--- src/rtl/irda_mir_tx_framer_if.sv ---
// Controller-side link of the MIR TX framer: the framer pulls bits with next_data
// and signals end of frame with dc_restart.
interface irda_mir_tx_framer_if;
  logic data_available;
  logic data_i;
  logic next_data;
  logic dc_restart;

  modport master (
    output data_available,
    output data_i,
    input  next_data,
    input  dc_restart
  );

  modport slave (
    input  data_available,
    input  data_i,
    output next_data,
    output dc_restart
  );
endinterface

--- src/rtl/irda_mir_tx_framer.sv ---
// MIR TX framer: wraps controller bits in 0x7E flags, stuffs a 0 after five data 1s
// and drives the IR LED with one short pulse per emitted 0.
module irda_mir_tx_framer #(
  parameter int unsigned OPEN_FLAGS  = 2,
  parameter int unsigned CLOSE_FLAGS = 1,
  parameter int unsigned PULSE_CLKS  = 4
) (
  input  logic                       clk,
  input  logic                       wb_rst_n,
  input  logic                       mir_tx_enabled,
  input  logic                       bit_tick,
  irda_mir_tx_framer_if.slave        dc,
  output logic                       tx_bit,
  output logic                       tx_valid,
  output logic                       ir_tx,
  output logic                       tx_busy
);
  localparam int unsigned PulseW = $clog2(PULSE_CLKS + 1);
  localparam logic [7:0] Flag = 8'h7E;
  localparam logic [2:0] OpenFlags = 3'(OPEN_FLAGS);
  localparam logic [2:0] CloseFlags = 3'(CLOSE_FLAGS);
  localparam logic [PulseW-1:0] PulseClks = PulseW'(PULSE_CLKS);
  localparam logic [PulseW-1:0] PulseOne = PulseW'(1);

  typedef enum logic [1:0] {StIdle, StOpen, StData, StClose} state_e;

  state_e state_q, state_d;
  logic [2:0] bit_idx_q, bit_idx_d;
  logic [2:0] flag_cnt_q, flag_cnt_d;
  logic [2:0] ones_cnt_q, ones_cnt_d;
  logic [PulseW-1:0] pulse_cnt_q, pulse_cnt_d;
  logic tx_bit_q, tx_bit_d;
  logic tx_valid_q, tx_valid_d;
  logic ir_tx_q, ir_tx_d;
  logic next_data_q, next_data_d;
  logic dc_restart_q, dc_restart_d;
  logic emit, emit_bit;
  logic [2:0] flag_inc;

  assign flag_inc = flag_cnt_q + 3'd1;

  always_comb begin
    state_d      = state_q;
    bit_idx_d    = bit_idx_q;
    flag_cnt_d   = flag_cnt_q;
    ones_cnt_d   = ones_cnt_q;
    tx_bit_d     = tx_bit_q;
    tx_valid_d   = 1'b0;
    next_data_d  = 1'b0;
    dc_restart_d = 1'b0;
    emit         = 1'b0;
    emit_bit     = 1'b0;
    // The LED pulse runs off its own counter so it can finish after the frame closes.
    pulse_cnt_d  = (pulse_cnt_q != '0) ? pulse_cnt_q - PulseOne : '0;
    ir_tx_d      = (pulse_cnt_q != '0);

    if (!mir_tx_enabled) begin
      state_d      = StIdle;
      bit_idx_d    = 3'd0;
      flag_cnt_d   = 3'd0;
      ones_cnt_d   = 3'd0;
      pulse_cnt_d  = '0;
      ir_tx_d      = 1'b0;
      dc_restart_d = (state_q != StIdle);
    end else if (bit_tick) begin
      unique case (state_q)
        StIdle: begin
          ones_cnt_d = 3'd0;
          if (dc.data_available) begin
            state_d    = StOpen;
            bit_idx_d  = 3'd0;
            flag_cnt_d = 3'd0;
          end
        end
        StOpen, StClose: begin
          emit       = 1'b1;
          emit_bit   = Flag[bit_idx_q];
          ones_cnt_d = 3'd0;
          bit_idx_d  = bit_idx_q + 3'd1;
          if (bit_idx_q == 3'd7) begin
            flag_cnt_d = flag_inc;
            if (state_q == StOpen && flag_inc == OpenFlags) begin
              state_d    = StData;
              flag_cnt_d = 3'd0;
            end else if (state_q == StClose && flag_inc == CloseFlags) begin
              state_d      = StIdle;
              flag_cnt_d   = 3'd0;
              dc_restart_d = 1'b1;
            end
          end
        end
        StData: begin
          emit = 1'b1;
          if (ones_cnt_q == 3'd5) begin
            emit_bit   = 1'b0;
            ones_cnt_d = 3'd0;
          end else if (!dc.data_available) begin
            // First closing-flag bit goes out on this same tick.
            state_d    = StClose;
            emit_bit   = Flag[0];
            bit_idx_d  = 3'd1;
            flag_cnt_d = 3'd0;
            ones_cnt_d = 3'd0;
          end else begin
            emit_bit    = dc.data_i;
            next_data_d = 1'b1;
            if (!dc.data_i) begin
              ones_cnt_d = 3'd0;
            end else if (ones_cnt_q < 3'd5) begin
              ones_cnt_d = ones_cnt_q + 3'd1;
            end
          end
        end
        default: state_d = StIdle;
      endcase

      if (emit) begin
        tx_valid_d = 1'b1;
        tx_bit_d   = emit_bit;
        if (!emit_bit) begin
          pulse_cnt_d = PulseClks;
        end
      end
    end
  end

  always_ff @(posedge clk) begin
    if (!wb_rst_n) begin
      state_q      <= StIdle;
      bit_idx_q    <= 3'd0;
      flag_cnt_q   <= 3'd0;
      ones_cnt_q   <= 3'd0;
      pulse_cnt_q  <= '0;
      tx_bit_q     <= 1'b0;
      tx_valid_q   <= 1'b0;
      ir_tx_q      <= 1'b0;
      next_data_q  <= 1'b0;
      dc_restart_q <= 1'b0;
    end else begin
      state_q      <= state_d;
      bit_idx_q    <= bit_idx_d;
      flag_cnt_q   <= flag_cnt_d;
      ones_cnt_q   <= ones_cnt_d;
      pulse_cnt_q  <= pulse_cnt_d;
      tx_bit_q     <= tx_bit_d;
      tx_valid_q   <= tx_valid_d;
      ir_tx_q      <= ir_tx_d;
      next_data_q  <= next_data_d;
      dc_restart_q <= dc_restart_d;
    end
  end

  assign dc.next_data  = next_data_q;
  assign dc.dc_restart = dc_restart_q;
  assign tx_bit        = tx_bit_q;
  assign tx_valid      = tx_valid_q;
  assign ir_tx         = ir_tx_q;
  assign tx_busy       = (state_q != StIdle);
endmodule

--- src/flat_wrapper.sv ---
// flat-port wrapper written by rule: the top's interface ports become plain ports
module irda_mir_tx_framer_flat 
#(
  parameter int unsigned OPEN_FLAGS  = 2,
  parameter int unsigned CLOSE_FLAGS = 1,
  parameter int unsigned PULSE_CLKS  = 4
)
  (clk, wb_rst_n, mir_tx_enabled, bit_tick, tx_bit, tx_valid, ir_tx, tx_busy, dc_data_available, dc_data_i, dc_next_data, dc_dc_restart);
  irda_mir_tx_framer_if dc_i ();
  input  logic clk;
  input  logic wb_rst_n;
  input  logic mir_tx_enabled;
  input  logic bit_tick;
  output logic tx_bit;
  output logic tx_valid;
  output logic ir_tx;
  output logic tx_busy;
  input wire logic [$bits(dc_i.data_available)-1:0] dc_data_available;
  input wire logic [$bits(dc_i.data_i)-1:0] dc_data_i;
  output wire logic [$bits(dc_i.next_data)-1:0] dc_next_data;
  output wire logic [$bits(dc_i.dc_restart)-1:0] dc_dc_restart;
  assign dc_i.data_available = dc_data_available;
  assign dc_i.data_i = dc_data_i;
  assign dc_next_data = dc_i.next_data;
  assign dc_dc_restart = dc_i.dc_restart;
  irda_mir_tx_framer #(.OPEN_FLAGS(OPEN_FLAGS), .CLOSE_FLAGS(CLOSE_FLAGS), .PULSE_CLKS(PULSE_CLKS)) u_core (.clk(clk), .wb_rst_n(wb_rst_n), .mir_tx_enabled(mir_tx_enabled), .bit_tick(bit_tick), .dc(dc_i), .tx_bit(tx_bit), .tx_valid(tx_valid), .ir_tx(ir_tx), .tx_busy(tx_busy));
endmodule
--- config.mk ---
export PLATFORM = sky130hd
export DESIGN_NAME = irda_mir_tx_framer_flat
export DESIGN_NICKNAME = d
export VERILOG_FILES = /design/src/rtl/irda_mir_tx_framer_if.sv /design/src/rtl/irda_mir_tx_framer.sv /design/src/flat_wrapper.sv
export SDC_FILE = /design/constraint.sdc
export NUM_CORES = 1
export LEC_CHECK = 0
export ABC_AREA = 1
export BUFFER_PORTS_ARGS = -buffer_cell sky130_fd_sc_hd__clkbuf_2
export CORE_MARGIN = 2
export CORE_UTILIZATION = 60
export DETAILED_ROUTE_END_ITERATION = 16
export PLACE_DENSITY = 0.82
export SETUP_SLACK_MARGIN = 0.15
export SLEW_MARGIN = 10
export SYNTH_ARGS = -nofsm -noshare
export SYNTH_HDL_FRONTEND = slang
export SYNTH_SLANG_ARGS = --single-unit
--- constraint.sdc ---
create_clock -name clk -period 2.6 [get_ports clk]
set_clock_uncertainty 0.1 [all_clocks]
set_input_delay 0.52 -clock clk [delete_from_list [all_inputs] [get_ports clk]]
set_output_delay 0.52 -clock clk [all_outputs]
set_load 0.01 [all_outputs]
==> results.txt, run 1 <==
Status = complete, no violations
Worst vdd ir = 298 uV
Ys async rst share = 0%
Vias per inst = 5.40
Top cells by area, synth = dfxtp_1, nand2_1, ha_1
Fraction of the yosys area taken by sequential cells = 37.9%
Initial antenna violation count = 0
Setup bufs post-CTS = 0
Leading area contributor after synthesis = dfxtp_1
Vias in the first global route = 816
WP depth = 3
Largest net degree at the start of global routing = 12
Initial Util = 62.5%
CP max stage cell = dfxtp_1
Syn nets = 162
Pre-antenna DRT Iters = 4
Worst hold path class = primary input to flop
Crit path kind = flop to output port
Site Rows = 15
Reg2reg path depth = 9
Routed len/inst = 10.3 um
Setup TNS = 0 ns
Top Family by Delay on Critical Path = flip-flops
Final #Nets = 177
PortBufs = 11
Post-synth EDFFs = 0
Hold Path Depth = 2
CP Max Fanout = 9
Met2 usage = 35.0%
1st-iter DRT viols = 20
Synthesis warning total = 0
Fraction of layout instances using a drive strength above 1 = 14.9%
Met3 track demand over resource = 3.57%
H-tree levels = 1
Synth top area share = 37.9%
GRT met1 Usage = 24.7%
Slew HR = 75.1%
Area growth syn-to-layout = 9.60%
CP endpoint kind = output port
Global-route wire length before repair = 3110 um
# DRC = 0
RSZ-0062 raised after global routing = no
Crit path DAT = 1.22 ns
Clock transition at path regs = 0.12 ns
Final hold vios = 0
CTS max path bufs = 2
Syn avg cell area = 7.18 um^2
Grt ovf = 0
Register bit total from synthesis = 20
Final setup fails = 0
Post-route ant nets = 0
WP data required = 1.98 ns
Fmax = 542 MHz
Number of diodes = 0
TritonCTS clock tree = done
Final Cycle Share = 70.9%
Max incr delay on CP = 0.56 ns
Worst-Skew Late Latency = 0.30 ns
Post-Synthesis Cell Area = 1060 um^2
Buffer and inverter count on the worst path = 2
Clk root buf = clkbuf_4
Final HPWL DP = 1460 um
Most used routing layer = met2
Die W = 46.0 um
IO Pins = 12
Synth unique cells = 22
Total number of vias = 961
GRT Overall Usage = 20.2%
Cts repair resizes = 0
GP Congestion = 0.873
Syn Inst Count = 147
Num CTS Buffers = 3
Leak pwr = 0.600 nW
Cell Chain, Critical Path = nor2_1, inv_1, clkbuf_2
Die Y = 46.0 um
Final Max Tran Viols = 0
Most used DFF post-synth = dfxtp_1
Max Cap Viol = 0
Final wirelength = 1840 um
Total power = 0.542 mW
Startpoint Class = flop
Min Hold Slack = 0.337 ns
Slew @ Worst Pin = 0.373 ns
Clk sinks = 20
Final Critical Period = 1.84 ns
CORE AREA = 1690 um^2
Total die area = 2110 um^2
Hold buffer count at cts = 0
Pwr/cell area = 468 nW/um^2
## per-layer routing
metal | part of all wire (%) | wire length (um)
met1 | 44 | 803
met5 | 0 | 0
met4 | 1.1 | 21
met2 | 50 | 922
met3 | 4.7 | 87
## synthesized netlist by cell type, types with 2 or more instances
cell type and count:
ha_1 9, o21ai_0 6, dfxtp_1 20, nand2_2 2, a21oi_1 9, inv_2 2
inv_1 18, nand3_1 12, nand2_1 34, nor2_1 22, nand2_4 2
## stage by stage
stage | instance area, um^2 | std cells | util, % | setup WS (ns)
after floorplan | 1060 | 147 | - | 1.20
after global placement | 1120 | 174 | 66.4 | 0.950
after detailed placement | 1120 | 174 | 66.4 | 0.869
final | 1160 | 178 | 68.5 | 0.756
after global routing | 1160 | 178 | 68.5 | 0.682
after CTS | 1160 | 178 | 68.5 | 0.767
## registers in the layout, indices dropped and copies added, names as in the netlist, named ones only
register / cells
u_core.bit_idx_q: 3
u_core.dc.dc_restart: 1
u_core.dc.next_data: 1
u_core.flag_cnt_q: 3
u_core.ir_tx: 1
u_core.ones_cnt_q: 3
u_core.pulse_cnt_q: 3
u_core.state_q: 1
u_core.tx_bit: 1
u_core.tx_valid: 1
## layout make-up
| type | count | area [um^2] |
|---|---|---|
| Inverter | 21 | 78.8 |
| Clock buffer | 4 | 36.3 |
| Tap cell | 17 | 21.3 |
| Fill cell | 146 | 532 |
| Multi-Input combinational cell | 105 | 566 |
| Timing Repair Buffer | 11 | 55.1 |
| Sequential cell | 20 | 400 |
## power by group
| part | internal (mW) | total (mW) | switching (mW) |
|---|---|---|---|
| Clock | 0.0854 | 0.181 | 0.0952 |
| Sequential | 0.311 | 0.316 | 0.00482 |
| Combinational | 0.0158 | 0.0452 | 0.0294 |
## worst paths after layout
kind,startpoint,endpoint,slack (ns)
setup / recovery,u_core.state_q[0]$_SDFFE_PN0P_,tx_busy,0.76
setup reg to reg,u_core.ones_cnt_q[1]$_SDFFE_PN0P_,u_core.flag_cnt_q[1]$_SDFFE_PN0P_,1.02
hold reg to reg,u_core.pulse_cnt_q[0]$_SDFF_PN0_,u_core.pulse_cnt_q[0]$_SDFF_PN0_,0.35
hold / removal,mir_tx_enabled,u_core.dc.dc_restart$_SDFF_PN0_,0.34
## kinds of logic after synthesis
kind of cell | Yosys count | share of synthesized area (%)
compound gates | 19 | 10.3
flops | 20 | 37.9
buf+inv | 22 | 8.53
fa+ha+maj | 9 | 10.7
xor+xnor | 1 | 0.830
simple gates | 76 | 31.8
## cell usage in the layout (no fill, tap or decap)
cell / synthesis / layout
xnor2_1: 1 / 1
nand2_2: 2 / 2
o211ai_2: 1 / 1
a21o_1: 1 / 1
inv_2: 2 / 2
nor2_1: 22 / 22
clkbuf_8: 0 / 1
inv_1: 18 / 18
dfxtp_1: 20 / 20
o21ai_0: 6 / 6
nand2_1: 34 / 34
nor2_4: 1 / 1
o21ai_2: 1 / 1
and3_1: 1 / 1
ha_1: 9 / 9
nand3_1: 12 / 12
clkbuf_2: 0 / 11
nor3b_1: 1 / 1
nor3_1: 1 / 1
clkbuf_4: 0 / 3
clkinv_1: 1 / 1
a21oi_1: 9 / 9
nand2_4: 2 / 2
o21ai_1: 1 / 1
## worst register-to-register path, stage by stage (launching register included)
cell	delay (ns)
dfxtp_1	0.38
inv_1	0.06
ha_1	0.17
nand2_1	0.11
nand2_1	0.09
nand2_4	0.10
nand2_4	0.07
a21oi_1	0.20
nand2_1	0.07
and3_1	0.15
No activity file was read; power rests on OpenSTA's default activity.
==> run 2, diff against run 1 <==
- ABC_AREA: 1 -> 0
- CORE_UTILIZATION: 60 -> 55
- PLACE_DENSITY: 0.82 -> 0.76
- clock period: 2.6 -> 1.8 ns (I/O delays scaled with it)
==> run 2 against run 1 <==
Against the previous run: global-route usage grew 1.9 points; combinational power grew 52%; highest routed layer unchanged; critical path depth grew 4; critical path type is now flop to flop; critical endpoint is now u_core.flag_cnt_q[0]$_SDFFE_PN0P_; flip-flop and latch count is the same.
==> results.txt, run 2 <==
RSZ-0062 raised after global routing = yes
Final wirelength = 2270 um (+24%)
Final core utilization = 72.9% (+4.4 points)
Number of diodes = 0 (unchanged)
Post-Synthesis Cell Area = 1040 um^2 (-1.8%)
Final setup fails = 0 (unchanged)
Adder-cell share of the synthesized area = 10.9% (+0.19 points)
Reg2reg path depth = 7 (-2)
Top cells by area, synth = dfxtp_1, ha_1, a21oi_1
Initial antenna violation count = 0 (unchanged)
Synth unique cells = 31 (+41%)
H-tree levels = 1 (unchanged)
Leading area contributor after synthesis = dfxtp_1
Cell Chain, Critical Path = inv_2, ha_4, a21boi_4, a211oi_4, a211o_1, or3_1, a21oi_2
WP depth = 7 (+4)
Worst hold path class = primary input to flop
Max incr delay on CP = 0.35 ns (-0.21 ns)
Post-Synth Simple-Gate Area = 19.2% (-13 points)
CORE AREA = 1750 um^2 (+3.3%)
Worst-Skew Late Latency = 0.30 ns (about the same)
GRT Overall Usage = 22.1% (+1.9 points)
Syn Inst Count = 119 (-19%)
Clk root buf = clkbuf_4
CP Max Fanout = 6 (-3)
Crit path kind = flop to flop
Register bit total from synthesis = 20 (unchanged)
Final hold vios = 0 (unchanged)
Fraction of the yosys area taken by sequential cells = 38.6% (+0.69 points)
Synth top cells by count = dfxtp_1, nor2_1, inv_1, a21oi_1, ha_1
Setup TNS = 0 ns (unchanged)
Final HPWL DP = 1610 um (+11%)
CP endpoint kind = flop
Hold path start = mir_tx_enabled
Die W = 47.4 um (+3.2%)
Syn avg cell area = 8.72 um^2 (+21%)
WP data required = 1.93 ns (-0.05 ns)
Status = complete, no violations
Syn nets = 134 (-17%)
Worst Hold Endpoint = u_core.tx_bit$_SDFFE_PN0P_
Fraction of layout instances using a drive strength above 1 = 31.2% (+16 points)
Most frequent cells in the layout = dfxtp_1, nor2_1, inv_1, clkbuf_2, buf_4
Mux cell area share after synthesis = 2.90% (+2.9 points)
Min Hold Slack = 0.214 ns (-0.124 ns)
Largest net degree at the start of global routing = 17 (+5)
Setup ws final = 0.113 ns (-0.644 ns)
CTS max path bufs = 2 (unchanged)
Post-route ant nets = 0 (unchanged)
Synth top area share = 38.6% (+0.69 points)
Multi-input gate area = 614 um^2 (+8.6%)
GP Congestion = 0.778 (-11%)
Critical path origin = u_core.ones_cnt_q[1]$_SDFFE_PN0P_
Top Family by Delay on Critical Path = compound AO/OA/AOI/OAI gates
Fmax = 593 MHz
Reg area = 410 um^2 (+2.5%)
Vias per inst = 5.61 (+4.0%)
# fillers = 137 (-6.2%)
Ys async rst share = 0% (unchanged)
Final Critical Period = 1.69 ns
Synthesis warning total = 0 (unchanged)
CP max stage cell = dfxtp_2
Area growth syn-to-layout = 22.7%
Worst r2r dst = u_core.flag_cnt_q[0]$_SDFFE_PN0P_
Most common cell after layout, fill and taps aside = dfxtp_1
FF-to-FF setup slack = 0.11 ns (-0.91 ns)
Leak pwr = 0.522 nW (-13%)
Total die area = 2250 um^2 (+6.5%)
Most frequent cell after synthesis = dfxtp_1
Clock transition at path regs = 0.11 ns (about the same)
Dpl ws = 0.0549 ns (-0.814 ns)
Global-route wire length before repair = 3450 um (+11%)
Routed len/inst = 13.7 um (+32%)
Synth Area in XOR/XNOR = 0.844% (+0.015 points)
Initial Util = 59.4% (-3.1 points)
Die Y = 47.4 um (+3.2%)
Pwr/cell area = 569 nW/um^2 (+22%)
Non-filler instance count after layout = 166 (-6.7%)
Worst R2R Start = u_core.ones_cnt_q[1]$_SDFFE_PN0P_
Post-route cell area = 1270 um^2 (+9.9%)
Clk sinks = 20 (unchanged)
Placed Area = 1160 um^2 (+3.9%)
Startpoint Class = flop
Hold Path Depth = 2 (unchanged)
1st-iter DRT viols = 13 (-35%)
Largest family of logic cells by synthesized area = compound AO/OA/AOI/OAI gates
Slew HR = 74.8% (-0.32 points)
Vias in the first global route = 804 (-1.5%)
Total number of vias = 932 (-3.0%)
Total power = 0.724 mW (+34%)
Final Cycle Share = 93.7%
Synth Area in Compound Gates = 21.5% (+11 points)
Num CTS Buffers = 3 (unchanged)
Max Cap Viol = 0 (unchanged)
Slew @ Worst Pin = 0.374 ns (+0.00118 ns)
Final Max Tran Viols = 0 (unchanged)
Post-synth EDFFs = 0 (unchanged)
# DRC = 0 (unchanged)
Grt ovf = 0 (unchanged)
PortBufs = 11 (unchanged)
Site Rows = 15 (unchanged)
IO Pins = 12 (unchanged)
Buffer and inverter count on the worst path = 1 (-1)
Worst vdd ir = 699 uV (+140%)
TritonCTS clock tree = done
Final #Nets = 158 (-11%)
Pre-antenna DRT Iters = 4 (unchanged)
Most used DFF post-synth = dfxtp_1
Crit path DAT = 1.82 ns (+0.60 ns)
Dpl cells = 158 (-9.2%)
run 2: final cells by class:
cell class / count / share of cell area [%]
Inverter: 11 / 3.24
Timing Repair Buffer: 23 / 12.0
Sequential cell: 20 / 32.3
Multi-Input combinational cell: 84 / 48.3
Clock buffer: 3 / 1.77
Tap cell: 25 / 2.46
run 2: report_power, final:
part	switching [mW]	internal (mW)
logic	0.0408	0.0280
clock network	0.129	0.0780
registers	0.00391	0.445
run 2: cells by family after synthesis:
| family | count (synthesis) |
|---|---|
| buffers and inverters | 15 |
| flip-flops | 20 |
| adder cells (fa/ha/maj) | 9 |
| XOR/XNOR | 1 |
| AO/OA/AOI/OAI | 31 |
| multiplexers | 3 |
| AND/OR/NAND/NOR | 40 |
run 2: per-layer routing:
layer	GRT usage [%]	vias to the layer above	share of wire (%)
met4	3.89	0	0.53
met2	40.3	19	52
met1	25.5	450	45
li1	-	461	-
met3	6.79	2	3.1
met5	0	-	0
run 2: worst register-to-register path: cells and delay by family (launching register included):
family	cells	cell delay (ns)
compound gates	4	0.64
flops	1	0.35
simple gates	1	0.33
fa+ha+maj	1	0.15
buf+inv	1	0.04
run 2: what timing repair did:
action	CTS	global route
pin swaps	1	3
hold buffers	0	0
buffers inserted	4	1
resized for setup	7	9
endpoints found under the setup margin	6	11
run 2: how the worst max path moves through the flow:
stage / to / slack (ns)
3_5_place_dp: flop / 0.05
3_3_place_gp: flop / 0.11
4_1_cts: flop / 0.15
2_1_floorplan: u_core.flag_cnt_q[0]$_SDFFE_PN0P_ / 0.15
6_report: u_core.flag_cnt_q[0]$_SDFFE_PN0P_ / 0.11
5_1_grt: u_core.flag_cnt_q[0]$_SDFFE_PN0P_ / 0.05
